**src/rtl/coax_tx_pkg.sv**
```systemverilog
// Shared definitions for the coax transmit blocks: state encoding and
// delay clamp / counter width helpers.
package coax_tx_pkg;

  typedef enum logic [1:0] {
    IDLE   = 2'd0,
    ACTIVE = 2'd1,
    TAIL   = 2'd2
  } state_e;

  function automatic int clamp_max(input int val, input int max_val);
    return (val > max_val) ? max_val : val;
  endfunction

  // Bits needed to hold 0..max_val, never less than one.
  function automatic int width_of(input int max_val);
    return (max_val < 1) ? 1 : $clog2(max_val + 1);
  endfunction

endpackage

```
**src/rtl/coax_tx_tap_delay.sv**
```systemverilog
// Variable-tap delay line for the pre-emphasis leg. Prime forces the line to
// ones; when prime and shift coincide the new bit enters a freshly primed line.
module coax_tx_tap_delay #(
  parameter int DEPTH = 4,
  parameter int SW    = 3
) (
  input  logic          clk_i,
  input  logic          rst_n_i,
  input  logic          prime_i,
  input  logic          shift_i,
  input  logic          din_i,
  input  logic [SW-1:0] sel_i,
  output logic          tap_o
);

  logic [DEPTH-1:0] line_q, line_d, base;

  always_comb begin
    base   = prime_i ? '1 : line_q;
    line_d = line_q;
    if (shift_i) begin
      line_d = {base[DEPTH-2:0], din_i};
    end else if (prime_i) begin
      line_d = '1;
    end
  end

  // sel_i = 0 selects no tap, so the leg reads 0.
  always_comb begin
    tap_o = 1'b0;
    for (int i = 0; i < DEPTH; i++) begin
      if (sel_i == SW'(i + 1)) tap_o = base[i];
    end
  end

  always_ff @(posedge clk_i or negedge rst_n_i) begin
    if (!rst_n_i) line_q <= '1;
    else          line_q <= line_d;
  end

endmodule

```
**src/rtl/coax_tx_predistorter.sv**
```systemverilog
// Coax transmit pre-distortion stage: registered bit, complement and delayed
// pre-emphasis leg, plus an optional damping tail (COAX_TX_PREDISTORTER_TAIL_EN).
//
//   state  | meaning
//   IDLE   | line released, delay line primed, delay tracks delay_sel
//   ACTIVE | frame in progress, delay frozen
//   TAIL   | frame over, driver held active for TAIL_CLOCKS
module coax_tx_predistorter
  import coax_tx_pkg::*;
#(
  parameter int CLOCKS_PER_BIT = 8,
  parameter int MAX_DELAY      = CLOCKS_PER_BIT / 2,
  parameter int DEFAULT_DELAY  = CLOCKS_PER_BIT / 4,
  parameter int TAIL_CLOCKS    = CLOCKS_PER_BIT / 2,
  localparam int DW            = width_of(MAX_DELAY)
) (
  input  logic          clk,
  input  logic          reset_n,
  input  logic          active_input,
  input  logic          tx_input,
  input  logic [DW-1:0] delay_sel,
  output logic          active_output,
  output logic          tx_output,
  output logic          tx_delay,
  output logic          tx_n,
  output logic          busy
);

  if (CLOCKS_PER_BIT < 4) begin : g_chk_cpb
    $error("CLOCKS_PER_BIT must be at least 4");
  end
  if (MAX_DELAY < 2) begin : g_chk_max
    $error("MAX_DELAY must be at least 2");
  end
  if (DEFAULT_DELAY < 1 || DEFAULT_DELAY > MAX_DELAY) begin : g_chk_def
    $error("DEFAULT_DELAY must be within 1..MAX_DELAY");
  end
  if (TAIL_CLOCKS < 0) begin : g_chk_tail
    $error("TAIL_CLOCKS must not be negative");
  end

  state_e        state_q, state_d;
  logic [DW-1:0] lat_q, lat_d, lat_eff, sel_clamped;
  logic          prime, shift, tap;
  logic          act_d, tx_d, txn_d, dly_d, busy_d;

`ifdef COAX_TX_PREDISTORTER_TAIL_EN
  localparam int CW = width_of(TAIL_CLOCKS);
  logic [CW-1:0] cnt_q, cnt_d;
`endif

  assign sel_clamped = DW'(clamp_max(int'(delay_sel), MAX_DELAY));

  always_comb begin
    state_d = state_q;
    lat_d   = lat_q;
    lat_eff = lat_q;
    prime   = (state_q != ACTIVE);
    shift   = 1'b0;
    act_d   = 1'b0;
    tx_d    = 1'b0;
    txn_d   = 1'b0;
    dly_d   = 1'b0;
`ifdef COAX_TX_PREDISTORTER_TAIL_EN
    cnt_d   = cnt_q;
`endif

    case (state_q)
      IDLE: begin
        // The frame's first edge already uses the delay sampled with it.
        lat_d   = sel_clamped;
        lat_eff = sel_clamped;
        if (active_input) state_d = ACTIVE;
      end
      ACTIVE: begin
        if (!active_input) begin
`ifdef COAX_TX_PREDISTORTER_TAIL_EN
          if (TAIL_CLOCKS > 0) begin
            state_d = TAIL;
            cnt_d   = CW'(TAIL_CLOCKS - 1);
          end else begin
            state_d = IDLE;
          end
`else
          state_d = IDLE;
`endif
        end
      end
`ifdef COAX_TX_PREDISTORTER_TAIL_EN
      TAIL: begin
        if (active_input)     state_d = ACTIVE;
        else if (cnt_q == '0) state_d = IDLE;
        else                  cnt_d   = cnt_q - 1'b1;
      end
`endif
      default: state_d = IDLE;
    endcase

    // Outputs follow the state being entered on this edge.
    if (state_d == ACTIVE) begin
      shift = 1'b1;
      act_d = 1'b1;
      tx_d  = tx_input;
      txn_d = ~tx_input;
      dly_d = tap;
    end else if (state_d == TAIL) begin
      act_d = 1'b1;
      dly_d = 1'b1;
    end
    busy_d = (state_d != IDLE);
  end

  coax_tx_tap_delay #(
    .DEPTH (MAX_DELAY),
    .SW    (DW)
  ) u_tap (
    .clk_i   (clk),
    .rst_n_i (reset_n),
    .prime_i (prime),
    .shift_i (shift),
    .din_i   (tx_input),
    .sel_i   (lat_eff),
    .tap_o   (tap)
  );

  always_ff @(posedge clk or negedge reset_n) begin
    if (!reset_n) begin
      state_q       <= IDLE;
      lat_q         <= DW'(DEFAULT_DELAY);
      active_output <= 1'b0;
      tx_output     <= 1'b0;
      tx_delay      <= 1'b0;
      tx_n          <= 1'b0;
      busy          <= 1'b0;
    end else begin
      state_q       <= state_d;
      lat_q         <= lat_d;
      active_output <= act_d;
      tx_output     <= tx_d;
      tx_delay      <= dly_d;
      tx_n          <= txn_d;
      busy          <= busy_d;
    end
  end

`ifdef COAX_TX_PREDISTORTER_TAIL_EN
  always_ff @(posedge clk or negedge reset_n) begin
    if (!reset_n) cnt_q <= '0;
    else          cnt_q <= cnt_d;
  end
`endif

endmodule
```
**config.mk**
```make
export PLATFORM = sky130hd
export DESIGN_NAME = coax_tx_predistorter
export DESIGN_NICKNAME = d
export VERILOG_FILES = /design/src/rtl/coax_tx_pkg.sv /design/src/rtl/coax_tx_tap_delay.sv /design/src/rtl/coax_tx_predistorter.sv
export SDC_FILE = /design/constraint.sdc
export NUM_CORES = 1
export LEC_CHECK = 0
export ABC_AREA = 1
export BUFFER_PORTS_ARGS = -buffer_cell sky130_fd_sc_hd__buf_2
export CAP_MARGIN = 20
export CORE_UTILIZATION = 35
export DETAILED_ROUTE_END_ITERATION = 7
export HOLD_SLACK_MARGIN = 0.12
export MAX_ROUTING_LAYER = met4
export PLACE_DENSITY = 0.64
export SYNTH_ARGS = -nofsm -noshare
export SYNTH_HDL_FRONTEND = slang
export SYNTH_HIERARCHICAL = 1
export SYNTH_SLANG_ARGS = --single-unit
```
**constraint.sdc**
```tcl
create_clock -name clk -period 1.52 [get_ports clk]
set_input_delay 0.076 -clock clk [delete_from_list [all_inputs] [get_ports clk]]
set_output_delay 0.076 -clock clk [all_outputs]
set_load 0.05 [all_outputs]
```
After elaboration in Yosys (flattened, before gate mapping)
Cells that the tools add are included.
- bitwise operators: 1
- multipliers: 0
- $add $sub $neg: 0
- mux-type cells: 17
- reduce and logical (&&, ||, !) cells: 2
- shift operators: 0
- div/mod/pow operators: 0
- equal/unequal tests: 8
- $lt $le $gt $ge: 1
- operators by type and width (kind ; count):
    $mux 1 ; 10
    $mux 4 ; 2
    $eq 3x2->1 const B ; 2
    $mux 3 ; 2
    $eq 2x1->1 const B ; 2
    $mux 2 ; 2
    $pmux 2 s2 ; 1
    $eq 3x1->1 const B ; 1
    $eq 3x3->1 const B ; 1
    $gt 3x3->1 const B ; 1
    $eq 2x2->1 const B ; 1
    $logic_not 2->1 ; 1
    $ne 2x1->1 const B ; 1
    $reduce_bool 2->1 ; 1
    $not 1->1 ; 1
- word-level logic and storage cells: 37
- input bits: 7
- register bits after elaboration: 14
- RAM bits: 0
- latch bits: 0
- output and inout bits: 5
- memories: 0
- bits in read-only memories: 0

Depth between registers and ports, before layout
Gate-level depths: netlist of run 1.
- word-level depth: 9
- mapped depth: 10
- depth with buffers taken out: 10

Hierarchy
Netlist of run 1, hierarchy kept.
- modules (own cells, without submodules) (module ; instances ; seq. area each (µm²) ; cells an instance ; area each (µm²)):
    coax_tx_predistorter ; 1 ; 251.5 ; 43 ; 401.6
    coax_tx_tap_delay ; 1 ; 105.1 ; 35 ; 245.2

Worst setup path before layout of run 1
OpenSTA, ideal clock, no wires.
- path kind: register to register
- from: reg state_q[1]
- to: reg u_tap.line_q[0]
- stages on the path, launching flop included: 8
- library setup time: 0.085 ns
- slack: 0.364 ns
- required time: 1.435 ns
- arrival: 1.070 ns
- clock period less this slack: 1.156 ns
- path buffers: 0
- cells stage by stage: dfrtp_1 > inv_1 > nand2_1 > inv_1 > ha_1 > inv_1 > nor2_1 > a31oi_1
- word-level cells in the longest chain between the ends: 5
- elaborated cells between the ends (all ways): 10
- classes of those cells: eq/ne: 3; mux: 6; reduce/logical: 1
- ends and longest elaborated chain (element ; RTL line ; RTL):
    start, declared ; coax_tx_predistorter.sv:42 ; state_e state_q, state_d;
    start signal, assigned ; coax_tx_predistorter.sv:136 ; state_q <= state_d;
    $eq 2x1->1 / $logic_not 2->1 (equally long branches) ; coax_tx_predistorter.sv:68 ; case (state_q)
    $pmux 2 s2 (*) ; coax_tx_predistorter.sv:68 ;
    via state_d[0] ; coax_tx_predistorter.sv:42 ;
    $eq 2x1->1 (*) ; coax_tx_predistorter.sv:100 ; if (state_d == ACTIVE) begin
    $mux 1 (*) ; coax_tx_predistorter.sv:100 ;
    via shift ; coax_tx_predistorter.sv:44 ; logic prime, shift, tap;
    $mux 4 (*) ; coax_tx_tap_delay.sv:21 ; if (shift_i) begin
    via u_tap.line_d[0] ; coax_tx_tap_delay.sv:16 ; logic [DEPTH-1:0] line_q, line_d, base;
    end signal, assigned ; coax_tx_tap_delay.sv:38 ; else line_q <= line_d;
    end, declared ; coax_tx_tap_delay.sv:16 ;
The timed path passes the listed nets; every way through them passes the cells marked *.

Worst setup path in the final report of run 1
Ends and elaborated chain as after synthesis.

==> results of run 1 <==
-- sequential cells by signal, indices dropped and copies added, names as in the netlist --
signal	count
u_tap/line_q	4
tx_output	1
tx_n	1
tx_delay	1
active_output	1
busy	1
lat_q	3
state_q	2
-- synth_stat cells (all sizes together) --
cell type	count	area [um2]
nand3	3	15.0
conb	2	7.51
nand4	1	6.26
dfstp	5	131
nand2	23	93.8
inv	17	63.8
nor2	11	43.8
a31oi	2	12.5
dfrtp	9	225
o21ai	2	10.0
ha	3	37.5
-- power groups by stage --
stage	sequential (mW)	combinational (mW)	clock (mW)
floorplan	0.442	0.0542	0
global placement	0.413	0.118	0
detailed placement	0.413	0.120	0
CTS	0.407	0.127	0.278
global route	0.410	0.143	0.291
finish	0.407	0.126	0.273
-- area by class of cell --
class,instances,area [um2]
timing repair buffer,15,95.1
tap,25,31.3
clock buffer,4,36.3
sequential,14,357
inverter,17,63.8
multi-input combinational,49,234
fill,181,910
-- through the flow --
stage                     worst slack, ps  instance area [um2]
after global routing                 6.96                  817
final                                 156                  817
after detailed placement              155                  741
after floorplan                       364                  654
after global placement                209                  741
after CTS                             137                  817
-- path summary, 6_finish.rpt --
check | start | to | slack [ps]
max in group asynchronous | reset_n | u_tap/line_q[0] | 1020
worst min register to register | lat_q[2] | lat_q[2] | 520
worst min-delay path | delay_sel[1] | lat_q[1] | 120
worst max register to register | state_q[1] | u_tap/line_q[0] | 160
worst max-delay path | state_q[1] | u_tap/line_q[0] | 160
min in group asynchronous | reset_n | tx_output | 210
-- critical path, cell delays in order (launching register included) --
cell,delay (ps)
sky130_fd_sc_hd__dfrtp_1,390
sky130_fd_sc_hd__inv_1,90
sky130_fd_sc_hd__nand2_1,90
sky130_fd_sc_hd__inv_1,90
sky130_fd_sc_hd__ha_1,300
sky130_fd_sc_hd__inv_1,130
sky130_fd_sc_hd__a31oi_1,180
-- cells by family (layout without fill, tap and decap cells) --
logic type,count (synthesis),in the layout,synth area share
and+or+nand+nor,38,38,0.246
buffers and inverters,17,36,0.0986
DFF,14,14,0.551
AOI/OAI and AO/OA,4,4,0.0348
adders and majority gates,3,3,0.0580
other,2,4,0.0116
-- metal layers --
layer  track usage  up-vias  wire, um
met5             -        -         0
met4         0.109        0        10
met3        0.0240        2        47
met2         0.168       14       436
met1         0.184      215       584
li1              -      268         -
-- timing repair --
item | 4_1_cts | 5_1_grt
hold buffers | 4 | 0
setup endpoints to repair | 0 | 0
endpoints found under the hold margin | 20 | 0
==> flow_summary.yaml, run 1 <==
yosys:
  synth_area_per_cell_um2: 8.29
  yosysWarningCount: 6
  ys_seq_area_frac: 0.551
  postSynthRegisterBits: 14
  netlist_area_um2: 647
  synth.lib_cells_used.distinct: 15
  syn-instance-count: 78
sta:
  finalHoldWorstSlack_ps: 122
  grt_setup_unrepaired: "false"
  max_freq_mhz: 733
  finalClockSkew_ps: 8.51
  finalSetupViolCount: 0
  final_hold_viol_count: 0
  final_max_slew_viol_count: 0
  post-route-period-util: 0.897
  totalNegativeSetupSlack_ps: 0
  post-route-min-period_ps: 1360
global_route:
  first_global_vias: 425
  antenna_violations_before_repair: 0
  maximum_number_of_pins_on_one_net_before_global_route_repair: 15
  globalRouteOverflowTotal: 0
  gr-usage-all-layers: 0.134
  grt_pass1_wl_mm: 1.78
cells_and_area:
  layout-drive-gt1-share: 0.232
  mostFrequentLayoutCells: "sky130_fd_sc_hd__nand2_1, sky130_fd_sc_hd__inv_1, sky130_fd_sc_hd__buf_2"
  finalNonFillerCells: 124
  final_util: 0.473
  layout-area-overhead-vs-synth_pct: 26.3
  nets: 110
  final_common_cell: "sky130_fd_sc_hd__nand2_1"
  insertedDiodeCount: 0
routing:
  detail_route.wl_per_cell_um: 8.69
  routed_wirelength_mm: 1.08
  antenna_left: 0
  detailedRoute.firstPassIterationCount: 4
  drt-initial-drc-count: 8
  vias_after_detailed_routing: 499
  vias_per_cell: 4.02
  drcViolationCount: 0
floorplan:
  initial_core_util: 0.375
  coreArea_um2: 1730
  floorplan.io_pins: 12
  die_h_um: 45.0
  die_w_um: 45.0
  core.rowCount: 15
  floorplan.die_area_um2: 2020
hold_path:
  hold_path.class: "in2reg"
  hold_path_depth: 5
worst_setup_path:
  critical_path.startpoint_type: "flip-flop"
  worstSetupEndpointType: "flip-flop"
  critPathMaxFanout: 8
  critical_path_arrival_ps: 1560
  ff2ff_path_depth: 6
  timing.critical_path.required_ps: 1720
  timing.setup.critical_path_class: "reg2reg"
clock_tree:
  tritoncts.num_buffers: 3
  cts_max_path_buffers: 2
  post_cts.resized_instances: 0
  path_clk_slew_ps: 90
  post_cts_buffers: 0
  tritoncts_num_sinks: 14
  h-tree-depth: 1
  clock_tree_from_tritoncts: "built"
  clock_network_latency_to_the_later_pin_of_the_worst_skew_pair_ps: 280
  cts-root-buf: "sky130_fd_sc_hd__clkbuf_4"
pwr:
  sw_frac_of_total: 0.275
  fin_total_pwr_mw: 0.806
  share_clk_of_total_power: 0.339
  max-vdd-ir-drop_mv: 0.503
  power-per-cell-area_nw_per_um2: 986
  p_leak_nw: 0.473
  pwr-share-comb: 0.157
  power_switching_mw: 0.221
  seq_power_share: 0.505
  p_int_mw: 0.584
placement:
  dp_hpwl_um: 782
  numPortBuffers: 11
  routabilityCongestion: 0.733
  numPlacedInstances: 116
run:
  timing.max_cap.violations: 0
outcome:
  result_of_the_run: "finished, final reports clean"
(Power assumes the default switching activity.)
==> inputs of run 2 (changes only) <==
--- a/config.mk
+++ b/config.mk
@@ -8,6 +8,7 @@
 export ABC_AREA = 1
 export BUFFER_PORTS_ARGS = -buffer_cell sky130_fd_sc_hd__buf_2
 export CAP_MARGIN = 20
+export CORE_MARGIN = 4
 export CORE_UTILIZATION = 35
 export DETAILED_ROUTE_END_ITERATION = 7
 export HOLD_SLACK_MARGIN = 0.12
==> flow_summary.yaml, run 2 (synthesis results as in run 1) <==
sta:
  post-route-period-util: 0.912
  finalSetupViolCount: 0
  totalNegativeSetupSlack_ps: 0
  finalHoldWorstSlack_ps: 189
  final_critical_path_setup_slack_ps: 134
  finalClockSkew_ps: 6.96
  final_max_slew_viol_count: 0
  post-route-min-period_ps: 1390
  grt_setup_unrepaired: "false"
  max_freq_mhz: 721
  final_hold_viol_count: 0
floorplan:
  initial_core_util: 0.371
  floorplan.die_area_um2: 2600
  core.rowCount: 15
  coreArea_um2: 1750
  die_h_um: 51.0
  die_w_um: 51.0
  floorplan.io_pins: 12
pwr:
  p_int_mw: 0.545
  pwr-share-comb: 0.174
  share_clk_of_total_power: 0.291
  seq_power_share: 0.534
  max-vdd-ir-drop_mv: 0.488
  p_leak_nw: 0.471
  power_switching_mw: 0.216
  power-per-cell-area_nw_per_um2: 926
  fin_total_pwr_mw: 0.761
  sw_frac_of_total: 0.284
worst_setup_path:
  ff2ff_path_depth: 5
  critPathMaxFanout: 5
  path_buf_inv: 2
  setup.worst_path.start: "state_q[1]"
  critical_path.startpoint_type: "flip-flop"
  critical_path_arrival_ps: 1600
  timing.rr.start: "state_q[1]"
  cpLargestDelayFamily: "buffers and inverters"
  max_stage_delay_ps: 570
  max_stage_delay_cell_worst_path: "sky130_fd_sc_hd__dlygate4sd3_1"
  reg2reg_to: "lat_q[1]"
  worstSetupEndpointType: "flip-flop"
  timing.setup.critical_path_class: "reg2reg"
  crit_path_cell_trace: "inv_1 -> nand2_1 -> nand2_1 -> nand2_1 -> dlygate4sd3_1"
  timing.critical_path.required_ps: 1740
  critPathMostFrequentCell: "sky130_fd_sc_hd__nand2_1"
  regToRegSetupSlack_ps: 130
routing:
  antenna_left: 0
  detail_route.wl_per_cell_um: 9.41
  drt-initial-drc-count: 14
  detailedRoute.firstPassIterationCount: 3
  drcViolationCount: 0
  vias_after_detailed_routing: 507
  vias_per_cell: 4.06
  routed_wirelength_mm: 1.18
clock_tree:
  path_clk_slew_ps: 90
  clock_tree_from_tritoncts: "built"
  post_cts_buffers: 0
  tritoncts.num_buffers: 3
  cts-root-buf: "sky130_fd_sc_hd__clkbuf_4"
  cts_max_path_buffers: 2
  h-tree-depth: 1
  clock_network_latency_to_the_later_pin_of_the_worst_skew_pair_ps: 280
  tritoncts_num_sinks: 14
placement:
  routabilityCongestion: 0.748
  post-place-ws_ps: 158
  numPortBuffers: 11
  dp_hpwl_um: 815
  placed_cell_area_um2: 741
global_route:
  first_global_vias: 489
  globalRouteOverflowTotal: 0
  antenna_violations_before_repair: 0
  gr-usage-all-layers: 0.113
  maximum_number_of_pins_on_one_net_before_global_route_repair: 15
  grt_pass1_wl_mm: 2.07
cells_and_area:
  layout-drive-gt1-share: 0.240
  finish.instance_area_um2: 822
  top_register: "u_tap/line_q"
  nets: 111
  layout-area-overhead-vs-synth_pct: 27.1
  final_common_cell: "sky130_fd_sc_hd__nand2_1"
  insertedDiodeCount: 0
  reg_top3: "u_tap/line_q (4), lat_q (3), state_q (2)"
  mostFrequentLayoutCells: "sky130_fd_sc_hd__nand2_1, sky130_fd_sc_hd__inv_1, sky130_fd_sc_hd__buf_2"
  largest_register_ff_count: 4
hold_path:
  hold-path-endpoint: "lat_q[0]"
  worst_hold_startpoint: "delay_sel[0]"
  hold_path_depth: 5
  hold_path.class: "in2reg"
outcome:
  result_of_the_run: "finished, final reports clean"
run:
  timing.max_cap.violations: 0
run 2: area by class of cell:
type / count / area (um2)
Multi-Input combinational cell: 49 / 239
Tap cell: 25 / 31.3
Clock buffer: 4 / 26.3
Inverter: 17 / 63.8
Sequential cell: 14 / 357
Timing Repair Buffer: 16 / 105
Fill cell: 166 / 923
run 2: repair_timing:
| item | in CTS | in global routing |
|---|---|---|
| gates resized for setup | 0 | 2 |
| hold buffers | 5 | 0 |
| hold endpoints to repair | 20 | 0 |
| endpoints found under the setup margin | 0 | 2 |
run 2: worst max path at each step:
stage	to	slack, ps	cells after the start
after floorplan	u_tap/line_q[0]	360	7
after global placement	u_tap/line_q[0]	210	6
after detailed placement	u_tap/line_q[0]	160	6
after CTS	u_tap/line_q[0]	130	6
after global routing	lat_q[1]	20	5
final	lat_q[1]	130	5
run 2: power by group through the flow:
| stage | Combinational, mW | Sequential, mW | Clock [mW] |
|---|---|---|---|
| 3_5_place_dp | 0.120 | 0.413 | 0 |
| 6_report | 0.133 | 0.407 | 0.222 |
| 4_1_cts | 0.132 | 0.407 | 0.233 |
| 2_1_floorplan | 0.0542 | 0.442 | 0 |
| 5_1_grt | 0.151 | 0.409 | 0.248 |
| 3_3_place_gp | 0.118 | 0.413 | 0 |
run 2: layer usage:
layer | routed length [um] | share of wire | global-route usage | vias up
met3 | 53 | 0.045 | 0.0262 | 4
met5 | 0 | 0 | - | -
met1 | 561 | 0.48 | 0.137 | 222
met4 | 26 | 0.022 | 0.0807 | 0
li1 | - | - | - | 268
met2 | 535 | 0.45 | 0.163 | 13
run 2: metrics by stage:
| stage | instances | util |
|---|---|---|
| 2_1_floorplan | 80 | - |
| 3_3_place_gp | 116 | 0.424 |
| 3_5_place_dp | 116 | 0.424 |
| 4_1_cts | 125 | 0.468 |
| 5_1_grt | 125 | 0.471 |
| 6_report | 125 | 0.471 |
run 2: worst reg2reg max path, stage by stage, from the launching register on:
cell                            delay (ps)
sky130_fd_sc_hd__dfrtp_1               400
sky130_fd_sc_hd__inv_1                 100
sky130_fd_sc_hd__nand2_1                90
sky130_fd_sc_hd__nand2_1                60
sky130_fd_sc_hd__nand2_1               100
sky130_fd_sc_hd__dlygate4sd3_1         570
